<file path="config.mk">
export PLATFORM = sky130hd
export DESIGN_NAME = triangle_scheduler_flat
export DESIGN_NICKNAME = d
export VERILOG_FILES = /design/src/rtl/triangle_scheduler_pkg.sv /design/src/rtl/triangle_scheduler_if.sv /design/src/rtl/triangle_scheduler_fifo.sv /design/src/rtl/triangle_scheduler.sv /design/src/flat_wrapper.sv
export SDC_FILE = /design/constraint.sdc
export NUM_CORES = 1
export LEC_CHECK = 0
export CORE_ASPECT_RATIO = 1.4
export CORE_MARGIN = 2
export CORE_UTILIZATION = 56
export CTS_CLUSTER_DIAMETER = 200
export DETAILED_ROUTE_END_ITERATION = 8
export GPL_ROUTABILITY_DRIVEN = 0
export PLACE_DENSITY_LB_ADDON = 0.05
export RECOVER_POWER = 50
export SLEW_MARGIN = 20
export SYNTH_ARGS = -nofsm -noshare
export SYNTH_HDL_FRONTEND = slang
export SYNTH_SLANG_ARGS = --single-unit
</file>
<file path="constraint.sdc">
create_clock -name clk -period 6.3 [get_ports clk]
set_input_delay 1.26 -clock clk [delete_from_list [all_inputs] [get_ports clk]]
set_output_delay 1.26 -clock clk [all_outputs]
set_load 0.02 [all_outputs]
</file>
<file path="src/rtl/triangle_scheduler_pkg.sv">
`default_nettype none
// ============================================================================
//  Module   : defines_package
//  Brief    : Shared geometry types (Point2D, Triangle2D) and the scheduler
//             state encoding (TriSchedState) so that monitors can decode it.
//  Revision : 1.0 - initial release
// ============================================================================
package defines_package;

    // Signed screen-space coordinate width
    localparam int c_COORD_W = 16;

    typedef struct packed {
        logic signed [c_COORD_W-1:0] x;
        logic signed [c_COORD_W-1:0] y;
    } Point2D;

    typedef struct packed {
        Point2D p;
        Point2D q;
        Point2D r;
    } Triangle2D;

    typedef enum logic [1:0] {
        IDLE  = 2'd0,
        ISSUE = 2'd1,
        WAIT  = 2'd2,
        FDONE = 2'd3
    } TriSchedState;

endpackage
`default_nettype wire

</file>
<file path="src/rtl/triangle_scheduler_if.sv">
`default_nettype none
// ============================================================================
//  Module   : triangle_scheduler_if
//  Brief    : Triangle source handshake plus rasterizer start/done handshake.
//             master = environment side, slave = scheduler side.
//  Revision : 1.0 - initial release
// ============================================================================
interface triangle_scheduler_if;
    import defines_package::*;

    logic      tri_valid;
    Triangle2D tri_in;
    logic      tri_ready;
    logic      frame_end;
    logic      rast_start;
    Triangle2D rast_triangle;
    logic      rast_done;

    modport master (
        output tri_valid, tri_in, frame_end, rast_done,
        input  tri_ready, rast_start, rast_triangle
    );

    modport slave (
        input  tri_valid, tri_in, frame_end, rast_done,
        output tri_ready, rast_start, rast_triangle
    );

endinterface
`default_nettype wire

</file>
<file path="src/rtl/triangle_scheduler_fifo.sv">
`default_nettype none
// ============================================================================
//  Module   : tri_fifo
//  Brief    : Synchronous FIFO of Triangle2D entries with show-ahead read
//             (dout always presents the head entry). DEPTH is a power of two
//             so the pointers wrap naturally.
//  Revision : 1.0 - initial release
// ============================================================================
module tri_fifo
    import defines_package::*;
#(
    parameter int DEPTH = 4
) (
    input  wire logic                   clk,
    input  wire logic                   rst,
    input  wire logic                   push,
    input  wire logic                   pop,
    input  wire Triangle2D              din,
    output Triangle2D                   dout,
    output logic                        full,
    output logic                        empty,
    output logic [$clog2(DEPTH):0]      level
);

    localparam int                c_AW   = $clog2(DEPTH);
    localparam logic [c_AW:0]     c_FULL = (c_AW+1)'(DEPTH);

    Triangle2D        r_mem [DEPTH];
    logic [c_AW-1:0]  r_wr_ptr;
    logic [c_AW-1:0]  r_rd_ptr;
    logic [c_AW:0]    r_level;
    logic             w_push;
    logic             w_pop;

    assign w_push = push && !full;
    assign w_pop  = pop && !empty;

    assign full   = (r_level == c_FULL);
    assign empty  = (r_level == '0);
    assign level  = r_level;
    assign dout   = r_mem[r_rd_ptr];

    // Storage array: written on accepted push, no reset needed
    always_ff @(posedge clk) begin
        if (w_push) begin
            r_mem[r_wr_ptr] <= din;
        end
    end

    // Pointers and occupancy; simultaneous push and pop leaves level unchanged
    always_ff @(posedge clk or posedge rst) begin
        if (rst) begin
            r_wr_ptr <= '0;
            r_rd_ptr <= '0;
            r_level  <= '0;
        end else begin
            if (w_push) begin
                r_wr_ptr <= r_wr_ptr + 1'b1;
            end
            if (w_pop) begin
                r_rd_ptr <= r_rd_ptr + 1'b1;
            end
            case ({w_push, w_pop})
                2'b10:   r_level <= r_level + 1'b1;
                2'b01:   r_level <= r_level - 1'b1;
                default: r_level <= r_level;
            endcase
        end
    end

endmodule
`default_nettype wire

</file>
<file path="src/rtl/triangle_scheduler.sv">
`default_nettype none
// ============================================================================
//  Module   : triangle_scheduler
//  Brief    : Queues incoming triangles and issues them one at a time to the
//             rasterizer controller; signals frame_done once every triangle
//             of a frame has been drawn.
//             Optional macro TRISCHED_STATS_EN adds tri_count / busy_cycles.
//  Revision : 1.0 - initial release
// ============================================================================
module triangle_scheduler
    import defines_package::*;
#(
    parameter int DEPTH = 4,
    parameter int CNT_W = 16
) (
    input  wire logic                   clk,
    input  wire logic                   rst,
    triangle_scheduler_if.slave         bus,
    output logic                        busy,
    output logic                        frame_done,
    output logic [$clog2(DEPTH):0]      level
`ifdef TRISCHED_STATS_EN
    ,
    output logic [CNT_W-1:0]            tri_count,
    output logic [CNT_W-1:0]            busy_cycles
`endif
);

    // Elaboration-time parameter sanity
    if ((DEPTH < 2) || ((DEPTH & (DEPTH - 1)) != 0)) begin : g_bad_depth
        $error("triangle_scheduler: DEPTH must be a power of two >= 2");
    end
    if (CNT_W < 1) begin : g_bad_cnt_w
        $error("triangle_scheduler: CNT_W must be >= 1");
    end

    TriSchedState   r_state;
    TriSchedState   w_next;
    logic           r_frame_pending;
    logic           r_rast_start;
    logic           r_frame_done;
    Triangle2D      r_rast_triangle;

    logic           w_push;
    logic           w_pop;
    logic           w_fifo_full;
    logic           w_fifo_empty;
    Triangle2D      w_fifo_dout;
    logic [$clog2(DEPTH):0] w_level;

    // Next frame's triangles are held off until the pending frame completes
    assign bus.tri_ready = !w_fifo_full && !r_frame_pending;
    assign w_push        = bus.tri_valid && bus.tri_ready;
    // The head is consumed on exactly the edge that enters ISSUE
    assign w_pop         = (w_next == ISSUE);

    tri_fifo #(
        .DEPTH (DEPTH)
    ) u_fifo (
        .clk   (clk),
        .rst   (rst),
        .push  (w_push),
        .pop   (w_pop),
        .din   (bus.tri_in),
        .dout  (w_fifo_dout),
        .full  (w_fifo_full),
        .empty (w_fifo_empty),
        .level (w_level)
    );

    // State register
    always_ff @(posedge clk or posedge rst) begin
        if (rst) begin
            r_state <= IDLE;
        end else begin
            r_state <= w_next;
        end
    end

    // Next-state decode; queued work takes priority over frame completion
    always_comb begin
        w_next = r_state;
        case (r_state)
            IDLE: begin
                if (!w_fifo_empty) begin
                    w_next = ISSUE;
                end else if (r_frame_pending) begin
                    w_next = FDONE;
                end
            end
            ISSUE: begin
                w_next = WAIT;
            end
            WAIT: begin
                if (bus.rast_done) begin
                    if (!w_fifo_empty) begin
                        w_next = ISSUE;
                    end else if (r_frame_pending) begin
                        w_next = FDONE;
                    end else begin
                        w_next = IDLE;
                    end
                end
            end
            FDONE: begin
                w_next = IDLE;
            end
            default: begin
                w_next = IDLE;
            end
        endcase
    end

    // Registered outputs: start/done pulses follow the state being entered
    always_ff @(posedge clk or posedge rst) begin
        if (rst) begin
            r_rast_start    <= 1'b0;
            r_frame_done    <= 1'b0;
            r_rast_triangle <= '0;
        end else begin
            r_rast_start <= (w_next == ISSUE);
            r_frame_done <= (w_next == FDONE);
            if (w_pop) begin
                r_rast_triangle <= w_fifo_dout;
            end
        end
    end

    // Frame pending flag; a repeated frame_end while pending merges into it
    always_ff @(posedge clk or posedge rst) begin
        if (rst) begin
            r_frame_pending <= 1'b0;
        end else if (r_state == FDONE) begin
            r_frame_pending <= 1'b0;
        end else if (bus.frame_end) begin
            r_frame_pending <= 1'b1;
        end
    end

    assign bus.rast_start    = r_rast_start;
    assign bus.rast_triangle = r_rast_triangle;
    assign frame_done        = r_frame_done;
    assign level             = w_level;
    assign busy              = (w_level != '0) || (r_state == ISSUE) || (r_state == WAIT);

`ifdef TRISCHED_STATS_EN
    logic [CNT_W-1:0] r_tri_count;
    logic [CNT_W-1:0] r_busy_cycles;

    // Saturating per-frame counters; cleared on the edge ending frame_done
    always_ff @(posedge clk or posedge rst) begin
        if (rst) begin
            r_tri_count   <= '0;
            r_busy_cycles <= '0;
        end else if (r_frame_done) begin
            r_tri_count   <= '0;
            r_busy_cycles <= '0;
        end else begin
            if (r_rast_start && (r_tri_count != '1)) begin
                r_tri_count <= r_tri_count + 1'b1;
            end
            if (busy && (r_busy_cycles != '1)) begin
                r_busy_cycles <= r_busy_cycles + 1'b1;
            end
        end
    end

    assign tri_count   = r_tri_count;
    assign busy_cycles = r_busy_cycles;
`endif

endmodule
`default_nettype wire

</file>
<file path="src/flat_wrapper.sv">
// flat-port wrapper written by rule: the top's interface ports become plain ports
module triangle_scheduler_flat import defines_package::*;
#(
    parameter int DEPTH = 4,
    parameter int CNT_W = 16
)
  (clk, rst, busy, frame_done, level, bus_tri_valid, bus_tri_in, bus_frame_end, bus_rast_done, bus_tri_ready, bus_rast_start, bus_rast_triangle);
  triangle_scheduler_if bus_i ();
  input  wire logic clk;
  input  wire logic rst;
  output logic busy;
  output logic frame_done;
  output logic [$clog2(DEPTH):0] level;
  input wire logic [$bits(bus_i.tri_valid)-1:0] bus_tri_valid;
  input wire logic [$bits(bus_i.tri_in)-1:0] bus_tri_in;
  input wire logic [$bits(bus_i.frame_end)-1:0] bus_frame_end;
  input wire logic [$bits(bus_i.rast_done)-1:0] bus_rast_done;
  output wire logic [$bits(bus_i.tri_ready)-1:0] bus_tri_ready;
  output wire logic [$bits(bus_i.rast_start)-1:0] bus_rast_start;
  output wire logic [$bits(bus_i.rast_triangle)-1:0] bus_rast_triangle;
  assign bus_i.tri_valid = bus_tri_valid;
  assign bus_i.tri_in = bus_tri_in;
  assign bus_i.frame_end = bus_frame_end;
  assign bus_i.rast_done = bus_rast_done;
  assign bus_tri_ready = bus_i.tri_ready;
  assign bus_rast_start = bus_i.rast_start;
  assign bus_rast_triangle = bus_i.rast_triangle;
  triangle_scheduler #(.DEPTH(DEPTH), .CNT_W(CNT_W)) u_core (.clk(clk), .rst(rst), .bus(bus_i), .busy(busy), .frame_done(frame_done), .level(level));
endmodule
</file>
# Word-level counts from Yosys, hierarchy flattened
# Memory sizes are Yosys's and may differ from the RTL's. A register that Yosys moved wholly into a read port is not among the register bits.
# Index checks and enable logic that the tools add are counted.
[op_classes] n_addsub=4 multipliers=0 n_div=0 order_cmp=0 eq_ne=8 n_shift=0 n_mux=11 bitwise_logic=0 reduce_logical=14
[op_table] operator="$mux 2" count=5
[op_table] operator="$eq 2x2->1 const B" count=4
[op_table] operator="$pmux 2 s4" count=1
[op_table] operator="$eq 2x1->1 const B" count=3
[op_table] operator="$pmux 3 s2" count=1
[op_table] operator="$add 2x1->2 const B" count=2
[op_table] operator="$logic_and 1x1->1" count=4
[op_table] operator="$mux 1" count=4
[op_table] operator="$reduce_bool 2->1" count=2
[op_table] operator="$add 3x1->3 const B" count=1
[op_table] operator="$eq 3x3->1 const B" count=1
[op_table] operator="$logic_not 1->1" count=3
[op_table] operator="$logic_not 3->1" count=1
[op_table] operator="$reduce_bool 3->1" count=1
[op_table] operator="$sub 3x1->3 const B" count=1
[op_table] operator="$logic_not 2->1" count=1
[op_table] operator="$logic_or 1x1->1" count=2
[word_totals] regBits=12 latch_bits=0 ram_bits=384 romBits=0 output_inout_bits=103 wordCells=45 n_memories=1
[mem_list] name="u_core.u_fifo.r_mem" depth=4 word_bits=96 rd=1 rd_clocked_by_memory_dff=1 write_ports=1 line_no="triangle_scheduler_fifo.sv:28" text="Triangle2D r_mem [DEPTH];"

# Logic depth before layout (Yosys ltp)
# Gate-level depths: netlist (run 1).
[logic_depth] depth_word=8 mapped_depth=10 mapped_depth_nobuf=9

# By module
# Synthesis (run 1) repeated with hierarchy kept, for this count alone.
[hier_totals] cells_unflattened=765 area_unflattened_um2=18154.9
[by_module_without_submodules] module="tri_fifo" instances=1 cells_per_inst=540 area_each_um2=14254.9
[by_module_without_submodules] module="triangle_scheduler" instances=1 cells_per_inst=225 area_each_um2=3900.0

# Least setup slack after synthesis (run 1)
# No wires, ideal clock.
[synth_path] path_type="input -> register" start="in bus_tri_valid" end="mem u_core.u_fifo.r_mem[0][0] (netlist name) (enable)" arrival_time_ns=3.932 required_time_ns=5.834 path_slack_ns=1.903 stages=3 n_path_buf=0 path_cell_list="inv_1 -> a211oi_2 -> and2_1"
[synth_via] elab_chain_len=4
[synth_lines] item="start, declared" line_no="flat_wrapper.sv:14" text="input wire logic [$bits(bus_i.tri_valid)-1:0] bus_tri_valid;"
[synth_lines] item="$logic_and 1x1->1" line_no="triangle_scheduler.sv:53" text="assign w_push = bus.tri_valid && bus.tri_ready;"
[synth_lines] item="$logic_and 1x1->1" line_no="triangle_scheduler_fifo.sv:35" text="assign w_push = push && !full;"
[synth_lines] item="$mux 1" line_no="triangle_scheduler_fifo.sv:45" text="if (w_push) begin"
[synth_lines] item="$mux 1 (not written as such)" line_no="triangle_scheduler_fifo.sv:46" text="r_mem[r_wr_ptr] <= din;"
[synth_lines] item="end, declared" line_no="triangle_scheduler_fifo.sv:28"
# Every way passes these cells.

==> metrics.cfg, run 1 <==
[logic_synthesis]
synthTopCellsByArea = edfxtp_1 (64%), dfrtp_1 (15%), mux4_2 (12%)
yosys_register_bits = 492
synth.distinct_cells = 24
syn_nets = 869
synth_cells = 762
yosysSeqAreaShare_pct = 79.05
ys_warn_count = 0
syn-cell-area_mm2 = 0.01801
synth_top_area_cell = edfxtp_1
synth_top_cell_area_share_pct = 64.04
postSynthAreaPerCell_um2 = 23.63

[critical_path]
crit_chain = dlygate4sd3_1, clkinvlp_2, buf_4
endpoint_kind = async pin
crit_type = in -> async
path_buf_inv = 3
cpPeakStageDelay_ns = 1.71
cpMaxStageDelayCell = clkinvlp_2
start_kind = input port
cp_max_fo = 63
arrival_ns = 4.37
required_ns = 6.85
crit_family = buffers and inverters
regToRegSetupSlack_ns = 3.12

[routing]
vias_per_cell = 5.780
final_antenna_net_count = 0
drt_wl_total_mm = 35.03
wl_per_cell_um = 24.56
firstDrtPassIters = 4
drc = 0
route.vias.total = 8242
initialDrtViolationCount = 534

[timing]
fin_ws_ns = 2.478
hold_viol = 0
fin_hold_ws_ns = 0.5004
tns_ns = 0
max_slew.worst_pin.slew_ns = 3.026
fmax_ghz = 0.2617
slew_headroom_pct = -102.9
drv_slew = 64
min_period_over_period_pct = 60.66
rsz0062_at_grt = false
setup_viol = 0
clock_skew_ns = 0.01405
finalCriticalPeriod_ns = 3.822

[die]
rows = 77
die_w_um = 155.6
initial_core_util_pct = 56.98
pin_count = 204
die_area_mm2 = 0.03362
core-area_mm2 = 0.03160
fp.dieH_um = 216.2

[cts]
path_clk_slew_ns = 0.07
root_buffer = clkbuf_16
ctsResizeCount = 0
hold_buffers = 0
cts-htree-levels = 2
cts.sinks = 492
cts_buffer_depth = 3
cts_setup_buffers = 0
cts_tree = done
clock_latency_ns = 0.54
cts_buffers = 44

[placed_design]
postPlaceCellArea_mm2 = 0.02047
post-place-ws_ns = 2.267
io_buffers = 203
post-place-cells = 1341
dp_hpwl_mm = 21.53

[power_and_ir_drop]
power_density_mw_per_mm2 = 481.1
power.leakage_nw = 7.512
ir_drop_mv = 0.3540

[cells_and_area]
final_nets = 1099
stdcell_area_mm2 = 0.02195
drive_gt1_share_pct = 27.68
fin_cells = 1426
area_growth_pct = 21.90

[run]
drv_cap = 1

[outcome]
outcome = finished with violations
violations = max-capacitance violations, max-slew violations

[grt]
grt_max_degree = 69
globalRouteMet2Util_pct = 38.24
met1_usage_pct = 27.23
grt_pass1_vias = 9300
antenna_found_initial = 9
groute.usage.overall_pct = 21.50
busiest_layer = met2
overflow = 0
gr-usage-met3_pct = 3.819
grt_pass1_wl_mm = 54.08

[hold_path]
hold_path_class = reg -> reg

## synthesized netlist by cell type
cell type	instances
mux2_2	97
buf_4	2
buf_2	17
nor3_4	2
and2_1	4
xnor2_1	3
nor4_1	1
a211oi_2	1
fa_1	1
dfrtp_1	108
and2b_1	1
mux4_2	96
buf_6	4
mux2i_1	2
clkbuf_1	10
nor2_1	3
inv_1	8
xor2_1	4
a21oi_1	3
nor3_1	3
ha_1	5
edfxtp_1	384
nor4b_1	1
nand2_1	2
## through the flow
step	power (mW)	utilization [%]
after floorplan	6.736	-
after global placement	7.914	64.79
after global routing	11.05	69.45
final	10.56	69.46
after detailed placement	8.030	64.79
after CTS	10.73	69.44
## metal layers
| metal | share of wire [%] | wire length [um] |
|---|---|---|
| met4 | 2.4 | 842 |
| met5 | 0.11 | 39 |
| met2 | 54 | 18840 |
| met3 | 5.2 | 1824 |
| met1 | 38 | 13490 |
## path summary, 6_finish.rpt
check | startpoint | end | cells past startpoint
setup / recovery | rst | u_core.u_fifo.r_rd_ptr[0] | 3
min in group asynchronous | rst | u_core.bus.rast_triangle[95] | 2
hold reg to reg | u_core.bus.rast_triangle[28] | u_core.bus.rast_triangle[28] | 1
hold / removal | u_core.bus.rast_triangle[28] | u_core.bus.rast_triangle[28] | 1
setup reg to reg | u_core.u_fifo.level[0] | u_core.u_fifo.r_mem[1][72] | 4
max in group clk | bus_tri_valid | u_core.u_fifo.r_mem[1][72] | 5
## state kept, by name (all words and copies together), names as in the netlist
| name | cells |
|---|---|
| u_core.bus.rast_start | 1 |
| u_core.bus.rast_triangle | 96 |
| u_core.frame_done | 1 |
| u_core.r_frame_pending | 1 |
| u_core.r_state | 2 |
| u_core.u_fifo.level | 3 |
| u_core.u_fifo.r_mem | 384 |
| u_core.u_fifo.r_rd_ptr | 2 |
| u_core.u_fifo.r_wr_ptr | 2 |
## cell families (layout without fill, tap and decap cells)
family	Yosys count	count (layout)	share of synthesized area [%]
other	0	5	0
AOI/OAI and AO/OA	4	4	0.1528
xor gates and xnor gates	7	7	0.3405
and+or+nand+nor	17	17	0.6323
DFF	492	492	79.05
buffers and inverters	41	305	1.181
muxes	195	195	18.18
adders and majority gates	6	6	0.4586
## cell type report
class	instances	area [um2]
diodes	5	12.51
well taps	395	494.2
flip-flops and latches	492	14240
clock buffers	61	1277
fillers	1965	9652
clock inverters	19	190.2
repair buffers	217	2137
multi-input cells	229	3565
inverters	8	31.28
## layout by cell type (no fill, tap or decap), drive strengths merged
| master | synthesis | final |
|---|---|---|
| edfxtp | 384 | 384 |
| dlygate4sd3 | 0 | 108 |
| dfrtp | 108 | 108 |
| mux2 | 97 | 97 |
| mux4 | 96 | 96 |
| clkdlybuf4s50 | 0 | 95 |
| clkbuf | 10 | 61 |
| clkinv | 0 | 15 |
| buf | 23 | 14 |
| inv | 8 | 7 |
| diode | 0 | 5 |
| ha | 5 | 5 |
| nor3 | 5 | 5 |
| xor2 | 4 | 4 |
| and2 | 4 | 4 |
| bufinv | 0 | 4 |
| xnor2 | 3 | 3 |
| nor2 | 3 | 3 |
| a21oi | 3 | 3 |
| mux2i | 2 | 2 |
| nand2 | 2 | 2 |
| and2b | 1 | 1 |
| a211oi | 1 | 1 |
| nor4 | 1 | 1 |
| clkinvlp | 0 | 1 |
| nor4b | 1 | 1 |
| fa | 1 | 1 |
## report_power, final
group          switching (mW)  leakage, nW  internal (mW)  total [mW]
combinational            1.50         2.05           1.77        3.27
clock                    1.11        0.732           1.58        2.69
sequential              0.452         4.73           4.15        4.60
Note: power is estimated with default switching activity, not from simulation.
==> run 2: changes to the inputs <==
Settings changed: CORE_UTILIZATION 56 to 50.
Clock period 6.3 ns to 3.35 ns, I/O delays scaled along.
==> run 2 against run 1 <==
  * The run still ends with max-capacitance violations, max-slew violations left
  * Die area grew 12%
  * Via count rose by 0.74%
  * Count of clock-buffer cells in the layout is 3 lower
  * Cell count grew 5.7%
  * Global-route usage is 2.0 points lower
==> metrics.cfg, run 2 (synthesized netlist as in run 1, its figures left out) <==
[cts]
cts_setup_buffers = 0
cts_tree = done
cts_buffers = 45
hold_buffers = 0
path_clk_slew_ns = 0.06
cts.sinks = 492
clock_latency_ns = 0.55
root_buffer = clkbuf_16
cts_buffer_depth = 3
ctsResizeCount = 0
cts-htree-levels = 2

[routing]
firstDrtPassIters = 4
vias_per_cell = 5.510
initialDrtViolationCount = 537
route.vias.total = 8303
final_antenna_net_count = 0
wl_per_cell_um = 23.51
drc = 0
drt_wl_total_mm = 35.43

[timing]
slew_headroom_pct = -8.019
finalCriticalPeriod_ns = 2.928
fin_ws_ns = 0.4221
clock_skew_ns = 0.01897
fin_hold_ws_ns = 0.5068
rsz0062_at_grt = false
setup_viol = 0
max_slew.worst_pin.slew_ns = 1.620
drv_slew = 98
tns_ns = 0
fmax_ghz = 0.3415
hold_viol = 0
min_period_over_period_pct = 87.40

[critical_path]
cp_max_fo = 97
start_kind = input port
cpPeakStageDelay_ns = 1.25
required_ns = 3.78
crit_type = in -> reg
crit_family = buffers and inverters
cpMaxStageDelayCell = clkbuf_4
crit_chain = dlygate4sd3_1, and2b_1, nor3_4, clkbuf_4, mux2_2
endpoint_kind = register
arrival_ns = 3.35
path_buf_inv = 2

[placed_design]
post-place-cells = 1415
post-place-ws_ns = 0.4702
postPlaceCellArea_mm2 = 0.02077
io_buffers = 203
dp_hpwl_mm = 21.40

[cells_and_area]
layout_common_cells = edfxtp_1 (384), dfrtp_1 (106), clkdlybuf4s50_1 (104)
n_fill_cell = 2534
drive_gt1_share_pct = 27.39
fin_cells = 1507
final_nets = 1107
final_util_pct = 62.24
stdcell_area_mm2 = 0.02222
layout.cells.most_common = edfxtp_1
largest_reg_flops = 384
regMostFlops = u_core.u_fifo.r_mem
area_growth_pct = 23.41

[die]
rows = 82
die_area_mm2 = 0.03757
die_w_um = 164.4
core-area_mm2 = 0.03570
initial_core_util_pct = 50.43
pin_count = 204
fp.dieH_um = 228.5

[grt]
grt_max_degree = 98
grt_pass1_vias = 9326
overflow = 0
antenna_found_initial = 12
groute.usage.overall_pct = 19.48
grt_pass1_wl_mm = 54.68

[power_and_ir_drop]
power.leakage_nw = 7.564
power_density_mw_per_mm2 = 899.7
finalPower_mw = 19.99
ir_drop_mv = 0.7728

[run]
drv_cap = 1

[outcome]
outcome = finished with violations
violations = max-capacitance violations, max-slew violations

[hold_path]
hold_path_class = reg -> reg

## run 2: cell types whose count changed in the layout (fill, tap and decap cells not counted), moves of 6 or more
cell	previous run	this run
buf_12	0	11
buf_4	14	8
clkbuf_8	7	0
clkdlybuf4s50_1	95	104
clkinv_1	4	12
dlygate4sd3_1	108	99
## run 2: routing by layer
layer / routed length [um] / global-route usage [%]
met4: 762 / 5.299
met3: 2057 / 4.936
met1: 13840 / 23.99
met2: 18730 / 34.14
met5: 37 / 0
## run 2: path summary, 6_finish.rpt
kind                                                    from                           end  slack, ns  cells after the start
worst max-delay path                           bus_rast_done  u_core.bus.rast_triangle[88]       0.42                      5
worst min-delay path            u_core.bus.rast_triangle[59]  u_core.bus.rast_triangle[59]       0.51                      1
worst max register to register        u_core.u_fifo.level[0]        u_core.u_fifo.level[2]       0.60                      9
worst min register to register  u_core.bus.rast_triangle[59]  u_core.bus.rast_triangle[59]       0.51                      1
max in group asynchronous                                rst     u_core.u_fifo.r_rd_ptr[0]       0.97                      3
min in group asynchronous                                rst  u_core.bus.rast_triangle[28]       0.67                      2
## run 2: cell type report
| type | count | area, um2 | share of cell area, % |
|---|---|---|---|
| Antenna cell | 8 | 20.02 | 0.09009 |
| Clock buffer | 58 | 1217 | 5.479 |
| Clock inverter | 26 | 244.0 | 1.098 |
| Inverter | 8 | 31.28 | 0.1408 |
| Multi-Input combinational cell | 229 | 3565 | 16.04 |
| Sequential cell | 492 | 14240 | 64.09 |
| Tap cell | 462 | 578.1 | 2.601 |
| Timing Repair Buffer | 224 | 2325 | 10.46 |
## run 2: power breakdown
part           switching, mW  internal (mW)
registers              0.736           7.79
logic                   2.93           3.49
clock network           2.09           2.95
## run 2: worst register-to-register path, cell delays in order (launching register included)
cell	delay, ns
dfrtp_1	0.52
nor2_1	0.13
a211oi_1	0.98
inv_1	0.12
ha_1	0.27
inv_1	0.07
fa_1	0.17
xor2_1	0.16
nor2_1	0.07
xor2_1	0.14
==> run 3: changes to the inputs <==
Settings changed: PLACE_DENSITY from default to 0.83, PLACE_DENSITY_LB_ADDON 0.05 to default.
==> run 3 against run 2 <==
  * The flow still finishes with violations (max-capacitance violations, max-slew violations)
  * Worst setup slack worse by 0.0027 ns
  * Cell area down 0.68%
  * Clock power down 3%
  * Core utilization down 0.42 points
  * Cell count down 0.93%
  * Clock skew down 0.0068 ns
  * Critical endpoint is now u_core.bus.rast_triangle[71]
  * Largest cell class unchanged
  * Largest power group unchanged
==> metrics.cfg, run 3 (synthesized netlist as in run 1, its figures left out) <==
[outcome]
outcome = finished with violations
violations = max-capacitance violations, max-slew violations

[grt]
grt_max_degree = 98
groute.usage.overall_pct = 18.85
grt_pass1_vias = 8779
antenna_found_initial = 9
grt_pass1_wl_mm = 52.70
overflow = 0

[power_and_ir_drop]
ir_drop_mv = 0.6464
p_int_mw = 14.08
swShare_pct = 28.81
power.leakage_nw = 7.478
clkPwrFrac_pct = 24.7
power_density_mw_per_mm2 = 896.5
switchingPower_mw = 5.701
pwr-share-comb_pct = 32.4
p_seq_share_pct = 42.9

[die]
initial_core_util_pct = 50.43
rows = 82
die_area_mm2 = 0.03757
die_w_um = 164.4
pin_count = 204
core-area_mm2 = 0.03570
fp.dieH_um = 228.5

[cts]
cts-htree-levels = 2
path_clk_slew_ns = 0.06
clock_latency_ns = 0.54
cts.sinks = 492
hold_buffers = 0
cts_setup_buffers = 0
cts_buffers = 44
cts_tree = done
ctsResizeCount = 0
cts_buffer_depth = 3
root_buffer = clkbuf_16

[cells_and_area]
seqCellArea_mm2 = 0.01424
multi_input_area_mm2 = 0.003565
n_fill_cell = 2440
area_growth_pct = 22.57
largest_reg_flops = 384
layout_common_cells = edfxtp_1 (384), dfrtp_1 (106), clkdlybuf4s50_1 (104)
regMostFlops = u_core.u_fifo.r_mem
final_util_pct = 61.81
drive_gt1_share_pct = 26.39
layout.cells.most_common = edfxtp_1
final_nets = 1100

[timing]
setup_viol = 0
fin_hold_ws_ns = 0.5032
tns_ns = 0
hold_viol = 0
slew_headroom_pct = -12.89
clock_skew_ns = 0.01212
rsz0062_at_grt = false
min_period_over_period_pct = 87.48
max_slew.worst_pin.slew_ns = 1.693
drv_slew = 157
finalCriticalPeriod_ns = 2.931
fmax_ghz = 0.3412

[placed_design]
dp_hpwl_mm = 21.77
io_buffers = 203

[routing]
initialDrtViolationCount = 576
firstDrtPassIters = 4
final_antenna_net_count = 0
wl_per_cell_um = 23.31
route.vias.total = 8168
drc = 0
drt_wl_total_mm = 34.80
vias_per_cell = 5.471

[critical_path]
worst-r2r-cell-count = 4
crit_chain = dlygate4sd3_1, and2b_1, nor3_4, clkbuf_4, mux2_2
cpMaxStageDelayCell = clkbuf_4
regToRegSetupSlack_ns = 0.65
start_kind = input port
cp_max_fo = 97
endpoint_kind = register
required_ns = 3.76
r2r-end = u_core.bus.rast_triangle[71]
cpPeakStageDelay_ns = 1.08
crit_type = in -> reg
arrival_ns = 3.34
reg2reg_from = u_core.u_fifo.level[2]

[hold_path]
hold_path_class = reg -> reg
hold_path_depth = 1
hp-start = u_core.bus.rast_triangle[0]
whs_endpoint = u_core.bus.rast_triangle[0]

[run]
drv_cap = 3

run 3: final cells by class:
| cell class | instances | area share (%) |
|---|---|---|
| well taps | 462 | 2.619 |
| diodes | 4 | 0.04535 |
| clock inverters | 18 | 0.8050 |
| inverters | 8 | 0.1417 |
| multi-input cells | 229 | 16.15 |
| repair buffers | 218 | 10.18 |
| clock buffers | 62 | 5.528 |
| flip-flops and latches | 492 | 64.53 |
run 3: power groups by stage:
stage          logic [mW]  clock network [mW]  registers (mW)
4_1_cts              6.58                4.98            8.52
3_3_place_gp         6.41                   0            8.57
6_report             6.42                4.88            8.49
3_5_place_dp         6.52                   0            8.63
2_1_floorplan        3.54                   0            9.10
5_1_grt              6.86                5.19            8.61
run 3: worst max-delay path by stage:
| stage | from | to | cells after the start |
|---|---|---|---|
| 6_report | bus_rast_done | u_core.bus.rast_triangle[71] | 5 |
| 5_1_grt | bus_rast_done | u_core.bus.rast_triangle[25] | 5 |
| 2_1_floorplan | u_core.u_fifo.level[0] | u_core.u_fifo.r_mem[0][0] | 3 |
| 3_3_place_gp | bus_tri_valid | u_core.u_fifo.r_mem[3][18] | 5 |
| 3_5_place_dp | bus_tri_valid | u_core.u_fifo.r_mem[3][75] | 5 |
| 4_1_cts | u_core.u_fifo.level[0] | busy | 3 |
run 3: metal layers:
layer	part of all wire (%)	routed length (um)	GRT usage (%)	up-vias
met2	56	19430	33.70	236
met1	36	12670	23.25	4289
met4	2.5	874	5.788	6
li1	-	-	-	3574
met5	0.11	39	0	-
met3	5.1	1790	3.393	63
run 3: worst max-delay path, delay by kind of cell:
kind	cells	cell delay, ns
buffers and inverters	2	1.60
AND/OR/NAND/NOR	2	0.41
multiplexers	1	0.45
run 3: stage by stage:
stage,instances,cell area [um2],total power [mW],setup slack (ns)
final,1493,22070,19.79,0.4194
after detailed placement,1409,20720,15.15,0.4804
after global routing,1490,22060,20.66,0.3211
after floorplan,762,18010,12.64,0.5817
after global placement,1409,20720,14.98,0.5163
after CTS,1489,22120,20.07,0.6289
==> RTL edit (flow settings as in run 2) <==
`c_COORD_W`: 16 -> 32.
--- a/src/rtl/triangle_scheduler_pkg.sv
+++ b/src/rtl/triangle_scheduler_pkg.sv
@@ -9,5 +9,5 @@
 
     // Signed screen-space coordinate width
-    localparam int c_COORD_W = 16;
+    localparam int c_COORD_W = 32;
 
     typedef struct packed {
Interface: changed (resized bus_rast_triangle and bus_tri_in); port bits go from 204 to 396. No check against the original RTL was run, so the function may have changed too.
==> RTL edit against run 2 <==
The run still ends with capacitance limit, slew limit left. Synthesized cell count up 92%. Setup slack better by 94 ps. Sequential cell count grew 480. Total power up 99%. Clock skew is 3.4 ps lower. Final area increased by 97%. Routed wire length rose by 110%. Synthesized area up 97%.
==> RTL edit: results (changes against run 2) <==
| Metric | Value |
|---|---|
| Cell total after placement | 2781 (+97%) |
| Ys async rst share | 21.0% (-0.96 points) |
| Crit-path max FO | 33 (-66%) |
| Largest net degree at the start of global routing | 77 (-21%) |
| Flop-to-flop setup slack | 520 ps (-80 ps) |
| IO Port Bufs | 395 (+95%) |
| Antenna violations before repair | 42 (+30) |
| Number of DRC markers in iteration 0 | 949 (+77%) |
| Failing checks | capacitance limit, slew limit |
| Maxcap violations | 1 (unchanged) |
| Worst slack, placed | 433 ps (-37.7 ps) |
| Layout cells sized above 1 | 27.9% (+0.51 points) |
| Post-synth EDFFs | 768 (+100%) |
| Status | finished, violations left |
| Seq/Total Area, Yosys | 79.4% (+0.31 points) |
| Detailed placement HPWL | 45.3 mm (+110%) |
| Worst hold slack | 503 ps (-3.55 ps) |
| Final max-slew violation count | 23 (-77%) |
| CP Data Arrival Time | 3110 ps (-240 ps) |
| H-tree depth | 3 (+1) |
| Drt pass-1 iters | 5 (+1) |
| Reg2reg path depth | 5 (-4) |
| Synth cell count leaders | edfxtp_1 (768), dfrtp_1 (204), mux2_2 (193) |
| FMAX | 0.353 GHz (+3.3%) |
| Mapped Cells | 1466 (+92%) |
## RTL edit: cell count changes after synthesis
cell,before,now
mux2_2,97,193
mux4_2,96,192
buf_4,2,9
buf_6,4,27
dfrtp_1,108,204
buf_2,17,9
clkbuf_1,10,20
edfxtp_1,384,768
## RTL edit: final cells by class
| cell class | instances | area (um^2) |
|---|---|---|
| Antenna cell | 8 | 20.0 |
| Clock buffer | 132 | 2630 |
| Clock inverter | 41 | 359 |
| Fill cell | 4999 | 26400 |
| Inverter | 8 | 31.3 |
| Multi-Input combinational cell | 421 | 6800 |
| Sequential cell | 972 | 28200 |
| Tap cell | 936 | 1170 |
| Timing Repair Buffer | 444 | 4670 |
## RTL edit: worst register-to-register path, delay by kind of cell, from the launching register on
family	cells	cell delay [ps]
compound gates	1	260
simple gates	2	660
flops	1	490
buf+inv	2	1010
## RTL edit: logic make-up (layout without fill, tap and decap cells)
family	count (synthesis)	count (layout)	share of synthesized area (%)
AO/OA/AOI/OAI	4	4	0.0775
XOR/XNOR	7	7	0.173
adder cells (fa/ha/maj)	6	6	0.233
buffers and inverters	73	625	1.47
flip-flops	972	972	79.4
multiplexers	387	387	18.4
other	0	8	0
AND/OR/NAND/NOR	17	17	0.321
## RTL edit: layer usage
layer	vias up	part of all wire, %	global-route usage, %	wire length (um)
met2	451	49	33.6	36800
li1	6987	-	-	-
met4	44	2.1	5.76	1590
met3	159	7.1	6.61	5300
met5	-	0.38	0	286
met1	8562	41	27.5	30600
## RTL edit: power by group through the flow
stage	Combinational, mW	Clock [mW]	Sequential (mW)
floorplan	7.02	0	18.0
global placement	13.1	0	16.8
detailed placement	13.3	0	16.9
CTS	13.3	10.5	16.7
global route	13.8	11.0	16.9
finish	12.9	10.2	16.6
